`src/rtl/motoro3_line_param_seq_if.sv`:
```
// Request/result bundle between the step sequencer and the line-parameter engine.
interface motoro3_line_param_seq_if #(
  parameter int PHASES  = 3,
  parameter int PWM_W   = 12,
  parameter int SPEED_W = 25
);
  logic                      start;
  logic [3:0]                lcStep;
  logic [1:0]                m3LpwmSplitStep;
  logic [1:0]                m3r_stepSplitMax;
  logic [7:0]                m3r_power_percent;
  logic [SPEED_W-1:0]        m3r_stepCNT_speedSET;
  logic [11:0]               m3r_pwmLenWant;
  logic [11:0]               m3r_pwmMinMask;
  logic                      busy;
  logic                      done;
  logic                      err;
  logic [PHASES*12-1:0]      slLen;
  logic [PHASES*PWM_W-1:0]   plLen;
  logic [SPEED_W-1:0]        subStepCnt;

  modport master (
    output start, lcStep, m3LpwmSplitStep, m3r_stepSplitMax, m3r_power_percent,
           m3r_stepCNT_speedSET, m3r_pwmLenWant, m3r_pwmMinMask,
    input  busy, done, err, slLen, plLen, subStepCnt
  );

  modport slave (
    input  start, lcStep, m3LpwmSplitStep, m3r_stepSplitMax, m3r_power_percent,
           m3r_stepCNT_speedSET, m3r_pwmLenWant, m3r_pwmMinMask,
    output busy, done, err, slLen, plLen, subStepCnt
  );
endinterface

```
`src/rtl/motoro3_line_param_seq.sv`:
```
// Per-phase sine interpolation, power scaling and PWM clamp/mask, one shared multiplier,
// results published atomically with a one-cycle done pulse.
//
// state  | meaning
// IDLE   | waiting for start
// CHECK  | validate latched step; invalid -> err pulse, back to IDLE
// INTERP | interpolate sine level for current phase into staging
// SCALE  | multiply level by power percent
// CLAMP  | cap at pwmLenWant, mask below pwmMinMask, store to staging
// DONE   | outputs just published, done high; behaves as idle for start
module motoro3_line_param_seq #(
  parameter int PHASES  = 3,
  parameter int PWM_W   = 12,
  parameter int SPEED_W = 25
) (
  input logic                     clk,
  input logic                     nRst,
  motoro3_line_param_seq_if.slave bus
);

  localparam int STRIDE = 12 / PHASES;
  localparam int PH_W   = 3;

  typedef enum logic [2:0] {
    ST_IDLE, ST_CHECK, ST_INTERP, ST_SCALE, ST_CLAMP, ST_DONE
  } state_t;

  state_t r_state, w_state_nxt;

  logic [3:0]                r_step;
  logic [1:0]                r_sp;
  logic [1:0]                r_ssm;
  logic [7:0]                r_pct;
  logic [SPEED_W-1:0]        r_speed;
  logic [11:0]               r_want;
  logic [11:0]               r_mask;
  logic [PH_W-1:0]           r_phase;
  logic [11:0]               r_interp;
  logic [13:0]               r_scaled;
  logic [PHASES*12-1:0]      r_sl_stage;
  logic [PHASES*PWM_W-1:0]   r_pl_stage;
  logic                      r_busy;
  logic                      r_done;
  logic                      r_err;
  logic [PHASES*12-1:0]      r_sl;
  logic [PHASES*PWM_W-1:0]   r_pl;
  logic [SPEED_W-1:0]        r_sub;

  logic                      w_accept;
  logic                      w_load_out;
  logic                      w_fire_err;
  logic                      w_last;
  logic [1:0]                w_ssm_in;
  logic [1:0]                w_sp_lim;
  logic [4:0]                w_off;
  logic [4:0]                w_sum;
  logic [3:0]                w_s;
  logic [3:0]                w_n;
  logic [11:0]               w_s_val;
  logic [11:0]               w_n_val;
  logic signed [13:0]        w_diff;
  logic signed [13:0]        w_scaled_diff;
  logic signed [13:0]        w_shift;
  logic signed [13:0]        w_interp_s;
  logic [11:0]               w_interp;
  logic [29:0]               w_prod;
  logic [11:0]               w_capped;
  logic [11:0]               w_pl_val;
  logic [PHASES*12-1:0]      w_sl_stage_nxt;
  logic [PHASES*PWM_W-1:0]   w_pl_stage_nxt;

  function automatic logic [11:0] sine_lut(input logic [3:0] idx);
    case (idx)
      4'd0:    sine_lut = 12'd2048;
      4'd1:    sine_lut = 12'd3071;
      4'd2:    sine_lut = 12'd3821;
      4'd3:    sine_lut = 12'd4095;
      4'd4:    sine_lut = 12'd3821;
      4'd5:    sine_lut = 12'd3071;
      4'd6:    sine_lut = 12'd2048;
      4'd7:    sine_lut = 12'd1024;
      4'd8:    sine_lut = 12'd274;
      4'd9:    sine_lut = 12'd0;
      4'd10:   sine_lut = 12'd274;
      4'd11:   sine_lut = 12'd1024;
      default: sine_lut = 12'd0;
    endcase
  endfunction

  assign w_last   = (r_phase == PH_W'(PHASES - 1));
  assign w_ssm_in = (bus.m3r_stepSplitMax == 2'd3) ? 2'd2 : bus.m3r_stepSplitMax;
  assign w_sp_lim = (w_ssm_in == 2'd0) ? 2'd0 : (w_ssm_in == 2'd1) ? 2'd1 : 2'd3;

  always_ff @(posedge clk or negedge nRst) begin
    if (!nRst) r_state <= ST_IDLE;
    else       r_state <= w_state_nxt;
  end

  always_comb begin
    w_state_nxt = r_state;
    w_accept    = 1'b0;
    w_load_out  = 1'b0;
    w_fire_err  = 1'b0;
    case (r_state)
      ST_IDLE: begin
        if (bus.start) begin
          w_state_nxt = ST_CHECK;
          w_accept    = 1'b1;
        end
      end
      ST_CHECK: begin
        if (r_step >= 4'd12) begin
          w_state_nxt = ST_IDLE;
          w_fire_err  = 1'b1;
        end else begin
          w_state_nxt = ST_INTERP;
        end
      end
      ST_INTERP: w_state_nxt = ST_SCALE;
      ST_SCALE:  w_state_nxt = ST_CLAMP;
      ST_CLAMP: begin
        if (w_last) begin
          w_state_nxt = ST_DONE;
          w_load_out  = 1'b1;
        end else begin
          w_state_nxt = ST_INTERP;
        end
      end
      // busy is already low here, so a new request may start immediately
      ST_DONE: begin
        if (bus.start) begin
          w_state_nxt = ST_CHECK;
          w_accept    = 1'b1;
        end else begin
          w_state_nxt = ST_IDLE;
        end
      end
      default: w_state_nxt = ST_IDLE;
    endcase
  end

  always_comb begin
    w_off = 5'(int'(r_phase) * STRIDE);
    w_sum = {1'b0, r_step} + w_off;
    w_s   = (w_sum >= 5'd12) ? 4'(w_sum - 5'd12) : 4'(w_sum);
    w_n   = (w_s == 4'd11) ? 4'd0 : w_s + 4'd1;
  end

  assign w_s_val       = sine_lut(w_s);
  assign w_n_val       = sine_lut(w_n);
  assign w_diff        = $signed({2'b00, w_n_val}) - $signed({2'b00, w_s_val});
  assign w_scaled_diff = w_diff * $signed({12'd0, r_sp});
  assign w_shift       = w_scaled_diff >>> r_ssm;
  assign w_interp_s    = $signed({2'b00, w_s_val}) + w_shift;
  assign w_interp      = 12'(w_interp_s);

  assign w_prod   = 30'(r_interp) * 30'(r_pct) * 30'(10'd655);
  assign w_capped = (r_scaled > {2'b00, r_want}) ? r_want : 12'(r_scaled);
  assign w_pl_val = (w_capped < r_mask) ? 12'd0 : w_capped;

  always_comb begin
    w_sl_stage_nxt = r_sl_stage;
    w_pl_stage_nxt = r_pl_stage;
    for (int k = 0; k < PHASES; k++) begin
      if (r_phase == PH_W'(k)) begin
        w_sl_stage_nxt[k*12 +: 12]       = w_interp;
        w_pl_stage_nxt[k*PWM_W +: PWM_W] = PWM_W'(w_pl_val);
      end
    end
  end

  always_ff @(posedge clk or negedge nRst) begin
    if (!nRst) begin
      r_step     <= '0;
      r_sp       <= '0;
      r_ssm      <= '0;
      r_pct      <= '0;
      r_speed    <= '0;
      r_want     <= '0;
      r_mask     <= '0;
      r_phase    <= '0;
      r_interp   <= '0;
      r_scaled   <= '0;
      r_sl_stage <= '0;
      r_pl_stage <= '0;
      r_busy     <= 1'b0;
      r_done     <= 1'b0;
      r_err      <= 1'b0;
      r_sl       <= '0;
      r_pl       <= '0;
      r_sub      <= '0;
    end else begin
      r_done <= w_load_out;
      r_err  <= w_fire_err;
      if (w_accept) begin
        r_step  <= bus.lcStep;
        r_ssm   <= w_ssm_in;
        r_sp    <= (bus.m3LpwmSplitStep > w_sp_lim) ? w_sp_lim : bus.m3LpwmSplitStep;
        r_pct   <= bus.m3r_power_percent;
        r_speed <= bus.m3r_stepCNT_speedSET;
        r_want  <= bus.m3r_pwmLenWant;
        r_mask  <= bus.m3r_pwmMinMask;
        r_phase <= '0;
        r_busy  <= 1'b1;
      end else if (w_load_out || w_fire_err) begin
        r_busy <= 1'b0;
      end
      if (r_state == ST_INTERP) begin
        r_interp   <= w_interp;
        r_sl_stage <= w_sl_stage_nxt;
      end
      if (r_state == ST_SCALE) r_scaled <= 14'(w_prod >> 16);
      if (r_state == ST_CLAMP) begin
        r_pl_stage <= w_pl_stage_nxt;
        if (!w_last) r_phase <= r_phase + 1'b1;
      end
      // last phase goes straight from the clamp result so done and data coincide
      if (w_load_out) begin
        r_sl  <= r_sl_stage;
        r_pl  <= w_pl_stage_nxt;
        r_sub <= r_speed >> r_ssm;
      end
    end
  end

  assign bus.busy       = r_busy;
  assign bus.done       = r_done;
  assign bus.err        = r_err;
  assign bus.slLen      = r_sl;
  assign bus.plLen      = r_pl;
  assign bus.subStepCnt = r_sub;

endmodule

```
`src/flat_wrapper.sv`:
```
// flat-port wrapper written by rule: the top's interface ports become plain ports
module motoro3_line_param_seq_flat 
#(
  parameter int PHASES  = 3,
  parameter int PWM_W   = 12,
  parameter int SPEED_W = 25
)
  (clk, nRst, bus_start, bus_lcStep, bus_m3LpwmSplitStep, bus_m3r_stepSplitMax, bus_m3r_power_percent, bus_m3r_stepCNT_speedSET, bus_m3r_pwmLenWant, bus_m3r_pwmMinMask, bus_busy, bus_done, bus_err, bus_slLen, bus_plLen, bus_subStepCnt);
  motoro3_line_param_seq_if #(.PHASES(PHASES), .PWM_W(PWM_W), .SPEED_W(SPEED_W)) bus_i ();
  input logic clk;
  input logic nRst;
  input wire logic [$bits(bus_i.start)-1:0] bus_start;
  input wire logic [$bits(bus_i.lcStep)-1:0] bus_lcStep;
  input wire logic [$bits(bus_i.m3LpwmSplitStep)-1:0] bus_m3LpwmSplitStep;
  input wire logic [$bits(bus_i.m3r_stepSplitMax)-1:0] bus_m3r_stepSplitMax;
  input wire logic [$bits(bus_i.m3r_power_percent)-1:0] bus_m3r_power_percent;
  input wire logic [$bits(bus_i.m3r_stepCNT_speedSET)-1:0] bus_m3r_stepCNT_speedSET;
  input wire logic [$bits(bus_i.m3r_pwmLenWant)-1:0] bus_m3r_pwmLenWant;
  input wire logic [$bits(bus_i.m3r_pwmMinMask)-1:0] bus_m3r_pwmMinMask;
  output wire logic [$bits(bus_i.busy)-1:0] bus_busy;
  output wire logic [$bits(bus_i.done)-1:0] bus_done;
  output wire logic [$bits(bus_i.err)-1:0] bus_err;
  output wire logic [$bits(bus_i.slLen)-1:0] bus_slLen;
  output wire logic [$bits(bus_i.plLen)-1:0] bus_plLen;
  output wire logic [$bits(bus_i.subStepCnt)-1:0] bus_subStepCnt;
  assign bus_i.start = bus_start;
  assign bus_i.lcStep = bus_lcStep;
  assign bus_i.m3LpwmSplitStep = bus_m3LpwmSplitStep;
  assign bus_i.m3r_stepSplitMax = bus_m3r_stepSplitMax;
  assign bus_i.m3r_power_percent = bus_m3r_power_percent;
  assign bus_i.m3r_stepCNT_speedSET = bus_m3r_stepCNT_speedSET;
  assign bus_i.m3r_pwmLenWant = bus_m3r_pwmLenWant;
  assign bus_i.m3r_pwmMinMask = bus_m3r_pwmMinMask;
  assign bus_busy = bus_i.busy;
  assign bus_done = bus_i.done;
  assign bus_err = bus_i.err;
  assign bus_slLen = bus_i.slLen;
  assign bus_plLen = bus_i.plLen;
  assign bus_subStepCnt = bus_i.subStepCnt;
  motoro3_line_param_seq #(.PHASES(PHASES), .PWM_W(PWM_W), .SPEED_W(SPEED_W)) u_core (.clk(clk), .nRst(nRst), .bus(bus_i));
endmodule
```
`config.mk`:
```
export PLATFORM = sky130hd
export DESIGN_NAME = motoro3_line_param_seq_flat
export DESIGN_NICKNAME = d
export VERILOG_FILES = /design/src/rtl/motoro3_line_param_seq_if.sv /design/src/rtl/motoro3_line_param_seq.sv /design/src/flat_wrapper.sv
export SDC_FILE = /design/constraint.sdc
export NUM_CORES = 1
export LEC_CHECK = 0
export CAP_MARGIN = 20
export CELL_PAD_IN_SITES_DETAIL_PLACEMENT = 1
export CELL_PAD_IN_SITES_GLOBAL_PLACEMENT = 1
export CORE_MARGIN = 2
export CORE_UTILIZATION = 50
export CTS_CLUSTER_DIAMETER = 80
export CTS_CLUSTER_SIZE = 8
export DETAILED_ROUTE_END_ITERATION = 16
export DONT_BUFFER_PORTS = 1
export PLACE_DENSITY = 0.82
export SLEW_MARGIN = 20
export SYNTH_ARGS = -nofsm -noshare
export SYNTH_HDL_FRONTEND = slang
export SYNTH_SLANG_ARGS = --single-unit
```
`constraint.sdc`:
```
create_clock -name clk -period 13.2 [get_ports clk]
set_input_delay 1.98 -clock clk [delete_from_list [all_inputs] [get_ports clk]]
set_output_delay 1.98 -clock clk [all_outputs]
set_load 0.05 [all_outputs]
```
==> PnR_summary.wiki <==
{| class="wikitable"
! Metric !! Value
|-
| Largest buffer count on any clock path || 3
|-
| Layout overhead on the synthesized area || 7.12%
|-
| Instance count of the mapped netlist || 2,142
|-
| Number of synthesized flops with an enable pin || 0
|-
| Die height || 205 um
|-
| Area of the placeable core || 39,800 sq um
|-
| Number of warnings printed during yosys synthesis || 0
|-
| CTS root buf || sky130_fd_sc_hd__clkbuf_16
|-
| Number of resized instances in the post-cts repair step || 0
|-
| Number of DRC markers in iteration 0 || 575
|-
| Hold Path Cell Cnt || 2
|-
| Number of standard-cell rows in the floorplan || 73
|-
| Most common cell type on the critical path || sky130_fd_sc_hd__fa_1
|-
| Per-cell routed wire length || 19.9 um
|-
| Number of hold-repair buffers added at the cts stage || 0
|-
| Largest net degree at the start of global routing || 258
|-
| Number of fill cells || 4,496
|-
| Width of the die || around 200 um
|-
| Gate family responsible for the most delay along the worst path || adder cells
|-
| Reg-to-Reg Start || u_core.r_pct[6]
|-
| IO Count || 168
|-
| Crit Path Max Fanout || 13
|-
| Primary flip-flop cell chosen by synthesis mapping || sky130_fd_sc_hd__dfrtp_1
|-
| Antenna violations before repair || 3
|-
| Vias in the first global route || 16,700
|-
| Critical path class || reg -> reg
|-
| Buffering stage count on the worst path with inverters included || 5
|-
| Slew Viols, Final || 0
|-
| Final critical delay including setup and external delays || 9600 ps
|-
| HPWL reported at the end of detailed placement || 39,300 um
|-
| Post-layout nets || 2,538
|-
| Sequential cell area in the final layout || about 6400 sq um
|-
| Worst hold path startpoint || u_core.r_sl_stage[5]
|-
| Post-Route Skew || 16.0 ps
|-
| Vias after detailed routing || 15,000
|-
| Post-Synthesis Net Count || 2,571
|-
| Total iterations of the first detailed-routing run || 5
|-
| Post-CTS clock slew at the launch and capture registers of the worst setup and hold paths || 60 ps
|-
| Number of sinks on the clock net || between 200 and 300
|-
| Status || finished clean
|-
| Count of maximum capacitance violations || 0
|-
| Simple-gate share of the synthesized area || 14.7%
|-
| Proportion of netlist area held by the largest area contributor || 31.8%
|-
| Wire length of the first global-routing pass || 86,800 um
|-
| Min-Delay Endpoint || u_core.bus.slLen[5]
|-
| Layout cell share with drive strength beyond 1 || under 10%
|-
| Number of buffers created by CTS || 38
|-
| Netlist Area Pre-Place || ~20,000 sq um
|-
| Final setup violation count || 0
|-
| Final weighted congestion of routability-driven global placement || 0.847
|-
| Residual DRC || 0
|-
| Library cell occupying the most area in the post-synthesis netlist || sky130_fd_sc_hd__dfrtp_1
|-
| Post-Synth Adder-Cell Area || 26.9%
|-
| Combinational family with the most area after synthesis || adder cells
|-
| FF-to-FF setup slack || approximately 3600 ps
|-
| Port Buffers || 0
|-
| Unrepaired setup endpoints after global routing || no
|-
| WL final || ~53,000 um
|-
| Global Route Usage Sum || 25.9%
|-
| Sequential share of the synthesized area || 31.8%
|-
| Area occupied by multi-input gates || 12,500 sq um
|-
| Overflow left after global routing || 0
|-
| XOR/XNOR Fraction of Synth Area || about 2.6%
|-
| Class of the worst hold path || reg -> reg
|-
| Type of destination of the critical path || flip-flop
|-
| Worst r2r path cells || 31
|-
| Number of synthesized register bits || around 260
|-
| Worst EP required || 13,620 ps
|-
| Ratio of routed vias to standard cells || 5.68
|-
| Element type at the critical path start || flip-flop
|-
| Die area || about 42,000 sq um
|-
| Slew of the pin with the lowest slew margin || between 900 and 1000 ps
|-
| Delay of the slowest cell on the worst path || 570 ps
|-
| Detail Route Antenna Nets || 0
|-
| Effective utilization at floorplan || 50.8%
|-
| Mux cell area share after synthesis || slightly below 7%
|-
| H-tree depth reported by CTS || 2
|-
| Fin Setup TNS || 0 ps
|-
| Synth top area cells || sky130_fd_sc_hd__dfrtp_1, sky130_fd_sc_hd__ha_1, sky130_fd_sc_hd__fa_1
|-
| Clock insertion delay at the later pin of the skew report || between 500 and 600 ps
|-
| CTS tree || yes
|-
| Worst flop-to-flop path endpoint || u_core.r_scaled[7]
|-
| Achievable frequency || ~100 MHz
|-
| Worst Path Arrival || 10,020 ps
|-
| Area fraction in compound gates after synthesis || 10.7%
|-
| Distinct cells, synth || 69
|-
| Fin. Hold Viols || 0
|-
| Worst-path cell with the longest stage delay || sky130_fd_sc_hd__dfrtp_1
|-
| Final worst-path cycle share || between 70% and 80%
|-
| Mean cell area of the mapped netlist || 9.44 sq um
|-
| Share of flip-flops with an asynchronous set or reset after synthesis || 100%
|-
| Setup Buffers After CTS || 0
|-
| Slew Limit Headroom || 35.9%
|}
state kept, by name, summed over array words and instances (netlist names):
| name | flops |
|---|---|
| u_core.r_want | 12 |
| u_core.bus.done | 1 |
| u_core.bus.busy | 1 |
| u_core.bus.plLen | 36 |
| u_core.r_sl_stage | 36 |
| u_core.r_speed | 25 |
| u_core.r_phase | 3 |
| u_core.r_interp | 12 |
| u_core.bus.slLen | 36 |
| u_core.r_mask | 12 |
| u_core.r_state | 3 |
| u_core.bus.err | 1 |
| u_core.bus.subStepCnt | 25 |
| u_core.r_scaled | 14 |
| u_core.r_ssm | 2 |
| u_core.r_sp | 2 |
| u_core.r_step | 4 |
| u_core.r_pct | 8 |
| u_core.r_pl_stage | 24 |
synthesized netlist by cell type, drive strengths merged, types with 15 or more instances:
cell      n
mux4     18
o31ai    18
a21oi   109
o21ai   136
a21o     20
fa      124
xor2     22
ha      237
or3      30
xnor2    37
nor2b    15
clkbuf   66
mux2     54
nand2   386
nor2     67
inv     267
mux2i    32
dfrtp   257
nand3    17
and2     78
worst max-delay path by stage:
stage                    startpoint            endpoint  slack [ps]  cells after the start
floorplan           u_core.r_pct[6]  u_core.r_scaled[7]        4320                     32
global placement    u_core.r_pct[7]  u_core.r_scaled[7]        3880                     31
detailed placement  u_core.r_pct[6]  u_core.r_scaled[7]        3650                     31
CTS                 u_core.r_pct[6]  u_core.r_scaled[7]        3580                     31
global route        u_core.r_pct[6]  u_core.r_scaled[7]        3130                     33
finish              u_core.r_pct[6]  u_core.r_scaled[7]        3600                     31
logic make-up after synthesis:
group           count (synthesis)
simple gates                  657
fa+ha+maj                     361
compound gates                357
buf+inv                       347
flops                         257
mux                           104
xor+xnor                       59
per-stage QoR:
stage	setup slack, ps	std cells	hold slack (ps)	utilization, %	cell area [sq um]
3_3_place_gp	3880	2594	446	51.8	20600
5_1_grt	3130	2642	496	54.4	21700
3_5_place_dp	3650	2594	460	51.8	20600
4_1_cts	3580	2640	467	54.4	21700
6_report	3600	2642	465	54.4	21700
2_1_floorplan	4320	2142	433	-	20200
worst reg2reg max path: cells and delay by family (launching register included):
family / cells / cell delay [ps]
and+or+nand+nor: 5 / 1270
AOI/OAI and AO/OA: 9 / 1790
DFF: 1 / 570
adders and majority gates: 11 / 5020
buffers and inverters: 5 / 290
xor gates and xnor gates: 1 / 540
layer usage:
metal | vias up | part of all wire [%] | GRT usage, %
met4 | 2 | 3.0 | 8.84
met2 | 242 | 51 | 46.3
met5 | - | 0.025 | 0
li1 | 6985 | - | -
met1 | 7673 | 43 | 32.0
met3 | 104 | 3.0 | 3.56
layout by cell type, fill, tap and decap left out, types with 22 or more instances in the layout:
cell type / count
sky130_fd_sc_hd__nand2_1: 385
sky130_fd_sc_hd__inv_1: 264
sky130_fd_sc_hd__dfrtp_1: 256
sky130_fd_sc_hd__ha_1: 237
sky130_fd_sc_hd__fa_1: 124
sky130_fd_sc_hd__a21oi_1: 108
sky130_fd_sc_hd__o21ai_0: 101
sky130_fd_sc_hd__and2_1: 78
sky130_fd_sc_hd__nor2_1: 67
sky130_fd_sc_hd__mux2_2: 54
sky130_fd_sc_hd__clkbuf_16: 39
sky130_fd_sc_hd__xnor2_1: 37
sky130_fd_sc_hd__o21ai_1: 34
sky130_fd_sc_hd__or3_1: 30
sky130_fd_sc_hd__xor2_1: 22
cell type report:
class / count / area share (%)
Tap cell: 525 / 3.03
Antenna cell: 2 / 0.0231
Multi-Input combinational cell: 1538 / 57.6
Inverter: 267 / 4.63
Sequential cell: 257 / 29.7
Clock buffer: 43 / 4.62
Clock inverter: 3 / 0.156
Timing Repair Buffer: 7 / 0.243
Power is not shown: default switching activity piles up to over one toggle a cycle in this logic, so the estimate is an artifact.
